**src/rtl/riscv_pkg.sv**
```systemverilog
// Shared ALU op codes, LSU state encoding and byte-lane helpers.
// Pure definitions; no timing or flow control of its own.
package riscv_pkg;

  localparam logic [5:0] OP_LB = 6'b010011;
  localparam logic [5:0] OP_LW = 6'b010101;
  localparam logic [5:0] OP_SB = 6'b011000;
  localparam logic [5:0] OP_SW = 6'b011010;

  localparam int STRB_W = 4;

  typedef enum logic [1:0] {
    IDLE  = 2'd0,
    BUS   = 2'd1,
    RESP  = 2'd2,
    FAULT = 2'd3
  } lsu_state_t;

  function automatic logic is_mem_op(input logic [5:0] op);
    return (op == OP_LB) || (op == OP_LW) || (op == OP_SB) || (op == OP_SW);
  endfunction

  function automatic logic is_load(input logic [5:0] op);
    return (op == OP_LB) || (op == OP_LW);
  endfunction

  function automatic logic is_store(input logic [5:0] op);
    return (op == OP_SB) || (op == OP_SW);
  endfunction

  // Word ops must sit on a 4-byte boundary; byte ops may use any lane.
  function automatic logic is_misaligned(input logic [5:0] op, input logic [1:0] byte_off);
    return ((op == OP_LW) || (op == OP_SW)) && (byte_off != 2'b00);
  endfunction

endpackage

```
**src/rtl/lsu_lane_align.sv**
```systemverilog
// Byte-lane steering: store replication/strobes and load byte extract + sign extend.
// Purely combinational, zero latency, no flow control.
module lsu_lane_align
  import riscv_pkg::*;
(
  input  logic [5:0]        op,
  input  logic [1:0]        byte_off,
  input  logic [31:0]       wdata,
  input  logic [31:0]       rdata,
  output logic [31:0]       st_wdata,
  output logic [STRB_W-1:0] st_wstrb,
  output logic [31:0]       ld_data
);

  logic [7:0] ld_byte;

  always_comb begin
    st_wdata = 32'h0;
    st_wstrb = '0;
    ld_byte  = rdata[{byte_off, 3'b000} +: 8];
    ld_data  = rdata;

    if (op == OP_SB) begin
      st_wdata = {4{wdata[7:0]}};
      st_wstrb = 4'b0001 << byte_off;
    end else if (op == OP_SW) begin
      st_wdata = wdata;
      st_wstrb = 4'b1111;
    end

    if (op == OP_LB) begin
      ld_data = {{24{ld_byte[7]}}, ld_byte};
    end
  end

endmodule

```
**src/rtl/load_store_unit.sv**
```systemverilog
// Memory-access stage: one outstanding req/ack bus op, sign-extended load writeback, fault report.
// Min latency 2 cycles accept->wb_valid; req_ready low (busy) from accept until the op retires.
module load_store_unit
  import riscv_pkg::*;
#(
  parameter int TIMEOUT_CYCLES = 255,
  parameter int ADDR_W         = 32
) (
  input  logic              clk,
  input  logic              rst,
  input  logic              req_valid,
  input  logic [5:0]        req_op,
  input  logic [ADDR_W-1:0] req_addr,
  input  logic [31:0]       req_wdata,
  input  logic [4:0]        req_rd,
  output logic              req_ready,
  output logic              mem_req,
  output logic              mem_we,
  output logic [ADDR_W-1:0] mem_addr,
  output logic [31:0]       mem_wdata,
  output logic [3:0]        mem_wstrb,
  input  logic [31:0]       mem_rdata,
  input  logic              mem_ack,
  output logic              wb_valid,
  output logic [4:0]        wb_rd,
  output logic [31:0]       wb_data,
  output logic              done,
  output logic              fault,
  output logic [ADDR_W-1:0] fault_addr,
  output logic              busy
);

  localparam logic [15:0] LAST_CNT = 16'(TIMEOUT_CYCLES - 1);

  lsu_state_t        state_q, state_d;
  logic              accept;
  logic [5:0]        op_q;
  logic [ADDR_W-1:0] addr_q;
  logic [31:0]       wdata_q;
  logic [4:0]        rd_q;
  logic [31:0]       rdata_q;
  logic [15:0]       cnt_q;
  logic [ADDR_W-1:0] fault_addr_q;

  logic [31:0]       st_wdata;
  logic [3:0]        st_wstrb;
  logic [31:0]       ld_data;

  assign accept = (state_q == IDLE) && req_valid && is_mem_op(req_op);

  always_ff @(posedge clk) begin
    if (rst) state_q <= IDLE;
    else     state_q <= state_d;
  end

  always_comb begin
    state_d = state_q;
    unique case (state_q)
      IDLE: begin
        if (accept) state_d = is_misaligned(req_op, req_addr[1:0]) ? FAULT : BUS;
      end
      BUS: begin
        // Ack on the final counted cycle still completes the transaction.
        if (mem_ack)                state_d = RESP;
        else if (cnt_q == LAST_CNT) state_d = FAULT;
      end
      RESP:    state_d = IDLE;
      FAULT:   state_d = IDLE;
      default: state_d = IDLE;
    endcase
  end

  always_ff @(posedge clk) begin
    if (rst) begin
      op_q         <= '0;
      addr_q       <= '0;
      wdata_q      <= '0;
      rd_q         <= '0;
      rdata_q      <= '0;
      cnt_q        <= '0;
      fault_addr_q <= '0;
    end else begin
      if (accept) begin
        op_q    <= req_op;
        addr_q  <= req_addr;
        wdata_q <= req_wdata;
        rd_q    <= req_rd;
      end
      cnt_q <= (state_q == BUS && state_d == BUS) ? cnt_q + 16'd1 : 16'd0;
      if (state_q == BUS && mem_ack) rdata_q <= mem_rdata;
      // Misalignment faults straight from IDLE, before addr_q has been loaded.
      if (state_d == FAULT && state_q != FAULT)
        fault_addr_q <= (state_q == IDLE) ? req_addr : addr_q;
    end
  end

  lsu_lane_align u_lane_align (
    .op       (op_q),
    .byte_off (addr_q[1:0]),
    .wdata    (wdata_q),
    .rdata    (rdata_q),
    .st_wdata (st_wdata),
    .st_wstrb (st_wstrb),
    .ld_data  (ld_data)
  );

  always_comb begin
    req_ready = (state_q == IDLE);
    busy      = (state_q != IDLE);
    mem_req   = (state_q == BUS);
    mem_we    = 1'b0;
    mem_addr  = '0;
    mem_wdata = 32'h0;
    mem_wstrb = 4'h0;
    wb_valid  = 1'b0;
    wb_rd     = 5'd0;
    wb_data   = 32'h0;
    done      = (state_q == RESP) || (state_q == FAULT);
    fault     = (state_q == FAULT);

    if (state_q == BUS) begin
      mem_we    = is_store(op_q);
      mem_addr  = {addr_q[ADDR_W-1:2], 2'b00};
      mem_wdata = st_wdata;
      mem_wstrb = st_wstrb;
    end

    if (state_q == RESP && is_load(op_q) && rd_q != 5'd0) begin
      wb_valid = 1'b1;
      wb_rd    = rd_q;
      wb_data  = ld_data;
    end
  end

  assign fault_addr = fault_addr_q;

endmodule

```
**config.mk**
```make
export PLATFORM = sky130hd
export DESIGN_NAME = load_store_unit
export DESIGN_NICKNAME = d
export VERILOG_FILES = /design/src/rtl/riscv_pkg.sv /design/src/rtl/lsu_lane_align.sv /design/src/rtl/load_store_unit.sv
export SDC_FILE = /design/constraint.sdc
export NUM_CORES = 1
export LEC_CHECK = 0
export ABC_AREA = 1
export CORE_ASPECT_RATIO = 1.5
export CORE_MARGIN = 4
export CORE_UTILIZATION = 41
export CTS_BUF_LIST = sky130_fd_sc_hd__clkbuf_16
export CTS_CLUSTER_DIAMETER = 40
export CTS_CLUSTER_SIZE = 40
export DETAILED_ROUTE_END_ITERATION = 10
export GPL_ROUTABILITY_DRIVEN = 0
export PLACE_DENSITY = 0.8
export SLEW_MARGIN = 5
export SYNTH_ARGS = -nofsm -noshare
export SYNTH_HDL_FRONTEND = slang
export SYNTH_SLANG_ARGS = --single-unit
```
**constraint.sdc**
```tcl
create_clock -name clk -period 1.4 [get_ports clk]
set_input_delay 0.21 -clock clk [delete_from_list [all_inputs] [get_ports clk]]
set_output_delay 0.21 -clock clk [all_outputs]
set_load 0.05 [all_outputs]
```
==> results.json, run 1 <==
{
  "status": "stopped before the end",
  "haltStage": "global routing (5_1_grt)",
  "error_line": "[ERROR DPL-0038] Utilization greater than 100%, impossible to legalize",
  "ys_ff_latch": 157,
  "rows": 59,
  "place_hpwl_mm": 20.62,
  "crit_endpoint": "wb_data[13]",
  "async_reset_ff_share_pct": 0,
  "netlist_area_sq_um": 7351,
  "cts_num_sinks": 157,
  "num_io_pins": 255,
  "synthSimpleGateAreaFrac_pct": 22.72,
  "synth_cell_types": 34,
  "synth_top_family_by_area": "simple AND/OR/NAND/NOR gates",
  "synth_fa_ha_area_share_pct": 0.3404,
  "synth_compound_area_share_pct": 21.41,
  "grt_max_degree": 65,
  "worst_path_end_type": "top-level output",
  "fp.dieW_um": 117.3,
  "cts_buffer_depth": 2,
  "synth_mux_area_share_pct": 0,
  "synth_xor_xnor_area_share_pct": 0.9532,
  "synth-edff-count": 0,
  "yosysSeqAreaShare_pct": 42.76,
  "ys.flop_type": "dfxtp_1",
  "numCtsBuffers": 17,
  "start_util_pct": 42.02,
  "htreeDepth": 4,
  "io_buffer_count": 252,
  "post-place-ws_ns": -0.5082,
  "die_h_um": 172.0,
  "ctsRootBufferMaster": "clkbuf_16",
  "avgSynthCellArea_sq_um": 6.738,
  "synthCells": 1091,
  "yosysWarningCount": 0
}
synthesized netlist by cell type, types with 3 or more instances:
master	instances	area share, %
nor2_1	209	11
dfxtp_1	157	43
o21ai_0	146	9.9
nand2_1	141	7.2
a21oi_1	139	9.5
inv_1	136	6.9
clkbuf_1	34	1.7
buf_2	25	1.7
nand3_1	18	1.2
nor2_2	9	0.77
nand4_1	8	0.68
nor3_1	8	0.54
o211a_1	7	0.95
o22ai_1	7	0.60
nand2_2	6	0.51
inv_2	5	0.26
xor2_1	5	0.60
buf_1	4	0.20
buf_6	4	0.61
xnor2_1	3	0.36
kinds of logic after synthesis:
kind of cell / Yosys count
flops: 157
buf+inv: 212
fa+ha+maj: 2
other cells: 1
xor+xnor: 8
compound gates: 303
simple gates: 408
stage by stage:
stage	hold WS, ns	cell area [sq um]	std cells
CTS	0.3649	15950	1689
detailed placement	0.4533	13120	1586
global placement	0.4480	13120	1586
floorplan	0.3699	8333	1092
what timing repair did:
item                       CTS
gates cloned                31
setup endpoints to repair  240
buffers inserted            44
pin swaps                   60
hold buffers                 0
resized for setup          367
hold endpoints to repair     0
==> run 2, diff against run 1 <==
Settings changed: CORE_ASPECT_RATIO 1.5 to default, CORE_UTILIZATION 41 to 40, CTS_BUF_LIST sky130_fd_sc_hd__clkbuf_16 to default, CTS_CLUSTER_DIAMETER 40 to default, CTS_CLUSTER_SIZE 40 to default, PLACE_DENSITY 0.8 to default, PLACE_DENSITY_LB_ADDON from default to 0.15.
Clock period 1.4 ns to 1.8 ns, I/O delays scaled along.
==> results.json, run 2 <==
{
  "yosysWarningCount": 0,
  "power.internal_uw": 5810,
  "violations": "negative setup slack",
  "critPathKind": "register to output port",
  "ctsRootBufferMaster": "clkbuf_16",
  "num_io_pins": 255,
  "fp.dieW_um": 143.6,
  "vias": 7975,
  "switching_power_uw": 1917,
  "relSlewSlack_pct": 64.52,
  "wl_mm": 24.99,
  "cts_num_sinks": 157,
  "fin_util_pct": 70.99,
  "period_needed_ns": 2.266,
  "hold_violations": 0,
  "cp_cell_sequence": "inv_1 -> nand2_1 -> inv_2 -> nand3_2 -> inv_2 -> nand4_1 -> nor2_4 -> nand2_4 -> buf_12 -> a21oi_4 -> buf_12",
  "grt_overflow": 0,
  "clkTransAtPathRegs_ns": 0.06,
  "setup_viol": 75,
  "die_h_um": 143.6,
  "grt_pass1_wl_mm": 38.65,
  "coreArea_sq_um": 18020,
  "clk_latency_ns": 0.42,
  "vias_per_cell": 4.956,
  "first_global_vias": 7441,
  "cts_tree": "done",
  "period_share_pct": 125.9,
  "htreeDepth": 4,
  "synth_cell_types": 34,
  "irDropWorstVdd_uv": 617.7,
  "drt_iter0_markers": 346,
  "synth_top_cell_by_area": "dfxtp_1",
  "nets": 1478,
  "post-place-ws_ns": -0.1305,
  "rows": 49,
  "ys_top_cells_by_area": "dfxtp_1 43%, nor2_1 11%, o21ai_0 9.9%, a21oi_1 9.5%, nand2_1 7.2%",
  "mostFrequentLayoutCell": "dfxtp_1",
  "maxCapViolCount": 0,
  "synth-edff-count": 0,
  "combPwrFrac_pct": 8.3,
  "worst-path-max-fanout": 13,
  "dr.pass1.iters": 5,
  "power.share.sequential_pct": 45.8,
  "async_reset_ff_share_pct": 0,
  "synthTopCellsByCount": "209 x nor2_1, 157 x dfxtp_1, 146 x o21ai_0",
  "cp-start-kind": "register",
  "io_buffer_count": 252,
  "numCtsBuffers": 17,
  "critPathMaxStageDelay_ns": 0.30,
  "antenna_found_initial": 2,
  "place_hpwl_mm": 17.88,
  "worst_slew_pin_slew_ns": 0.5281,
  "clock_skew_ns": 0.01184,
  "synthCells": 1091,
  "post-synth-top-count-cell": "nor2_1",
  "p_total_uw": 7728,
  "start_util_pct": 40.78,
  "power_density_nw_per_um2": 603.9,
  "critical_path_required_ns": 1.53,
  "crit_slowest_cell": "dfxtp_1",
  "netlist_area_sq_um": 7351,
  "fmax_ghz": 0.4413,
  "timing.hold.ws_ns": 0.4315,
  "worstPathArrival_ns": 2.00,
  "end_kind": "output port",
  "status": "finished with violations",
  "mostFrequentLayoutCells": "155 x dfxtp_1, 141 x o21ai_0, 140 x nand2_1, 140 x nor2_1, 132 x inv_1",
  "area_delta_synth_final_pct": 74.08,
  "ys.flop_type": "dfxtp_1",
  "track_usage_pct": 23.55,
  "avgSynthCellArea_sq_um": 6.738,
  "yosys.area.top_type_share_pct": 42.76,
  "yosysSeqAreaShare_pct": 42.76,
  "finalMaxSlewViolations": 0,
  "setup_ws_ns": -0.4660,
  "hp-class": "primary input to register",
  "drive_above_1_share_pct": 27.00,
  "ys_ff_latch": 157,
  "wl_per_cell_um": 15.53,
  "fp.dieArea_sq_um": 20610,
  "p_sw_share_pct": 24.81,
  "drt.antenna.violating_nets": 0,
  "clock_power_share_pct": 45.9,
  "drc": 0,
  "leakage_uw": 0.004996,
  "grt_setup_unrepaired": "true",
  "grt_max_degree": 101,
  "cts_buffer_depth": 2
}
[run 2: final cells by class]
| class | instances | area, sq um |
|---|---|---|
| antenna | 2 | 5.005 |
| fill | 1401 | 5229 |
| multi-input combinational | 723 | 4165 |
| timing repair buffer | 323 | 4071 |
| inverter | 143 | 548.0 |
| clock buffer | 17 | 425.4 |
| sequential | 157 | 3146 |
| clock inverter | 15 | 148.9 |
| tap | 229 | 286.5 |
[run 2: through the flow]
step | cells | setup TNS [ns] | cell area, sq um
CTS | 1600 | -29.52 | 12460
global route | 1609 | -39.52 | 12800
detailed placement | 1566 | -7.702 | 11610
global placement | 1566 | -2.715 | 11610
finish | 1609 | -29.82 | 12800
floorplan | 1092 | -8.937 | 7745
[run 2: power groups by stage]
stage | sequential, uW | clock, uW | combinational, uW
after floorplan | 3620 | 0 | 253
after global placement | 3620 | 0 | 600
after detailed placement | 3620 | 0 | 605
after CTS | 3540 | 3610 | 622
after global routing | 3540 | 3760 | 701
final | 3540 | 3550 | 640
[run 2: path summary, 6_finish.rpt]
check / startpoint / end / slack (ns) / depth (start not counted)
worst max register to register: cnt_q[4] / cnt_q[15] / 0.11 / 5
worst max-delay path: op_q[5] / wb_data[21] / -0.47 / 11
worst min register to register: cnt_q[13] / cnt_q[13] / 0.46 / 2
worst min-delay path: mem_rdata[1] / rdata_q[1] / 0.43 / 3
[run 2: layer usage]
layer	routed length, um	global-route usage (%)
met1	10390	30.20
met3	2008	6.755
met4	575	7.830
met2	12010	38.27
met5	0	0
[run 2: timing repair]
| item | 4_1_cts | 5_1_grt |
|---|---|---|
| endpoints found under the hold margin | 0 | 0 |
| gates cloned | 0 | 4 |
| resized for setup | 97 | 44 |
| endpoints found under the setup margin | 126 | 104 |
| setup buffers | 2 | 3 |
| pin swaps | 2 | 4 |
| hold buffers | 0 | 0 |
[run 2: kinds of logic after synthesis]
| kind of cell | synth area share [%] |
|---|---|
| other cells | 0.05101 |
| compound gates | 21.41 |
| xor+xnor | 0.9532 |
| flops | 42.76 |
| fa+ha+maj | 0.3404 |
| buf+inv | 11.76 |
| simple gates | 22.72 |
[run 2: worst max-delay path: cells and delay by family (launching register included)]
kind / cells / cell delay (ns)
simple gates: 5 / 0.60
buf+inv: 5 / 0.52
flops: 1 / 0.30
compound gates: 1 / 0.17
No activity file was read; power rests on OpenSTA's default activity.
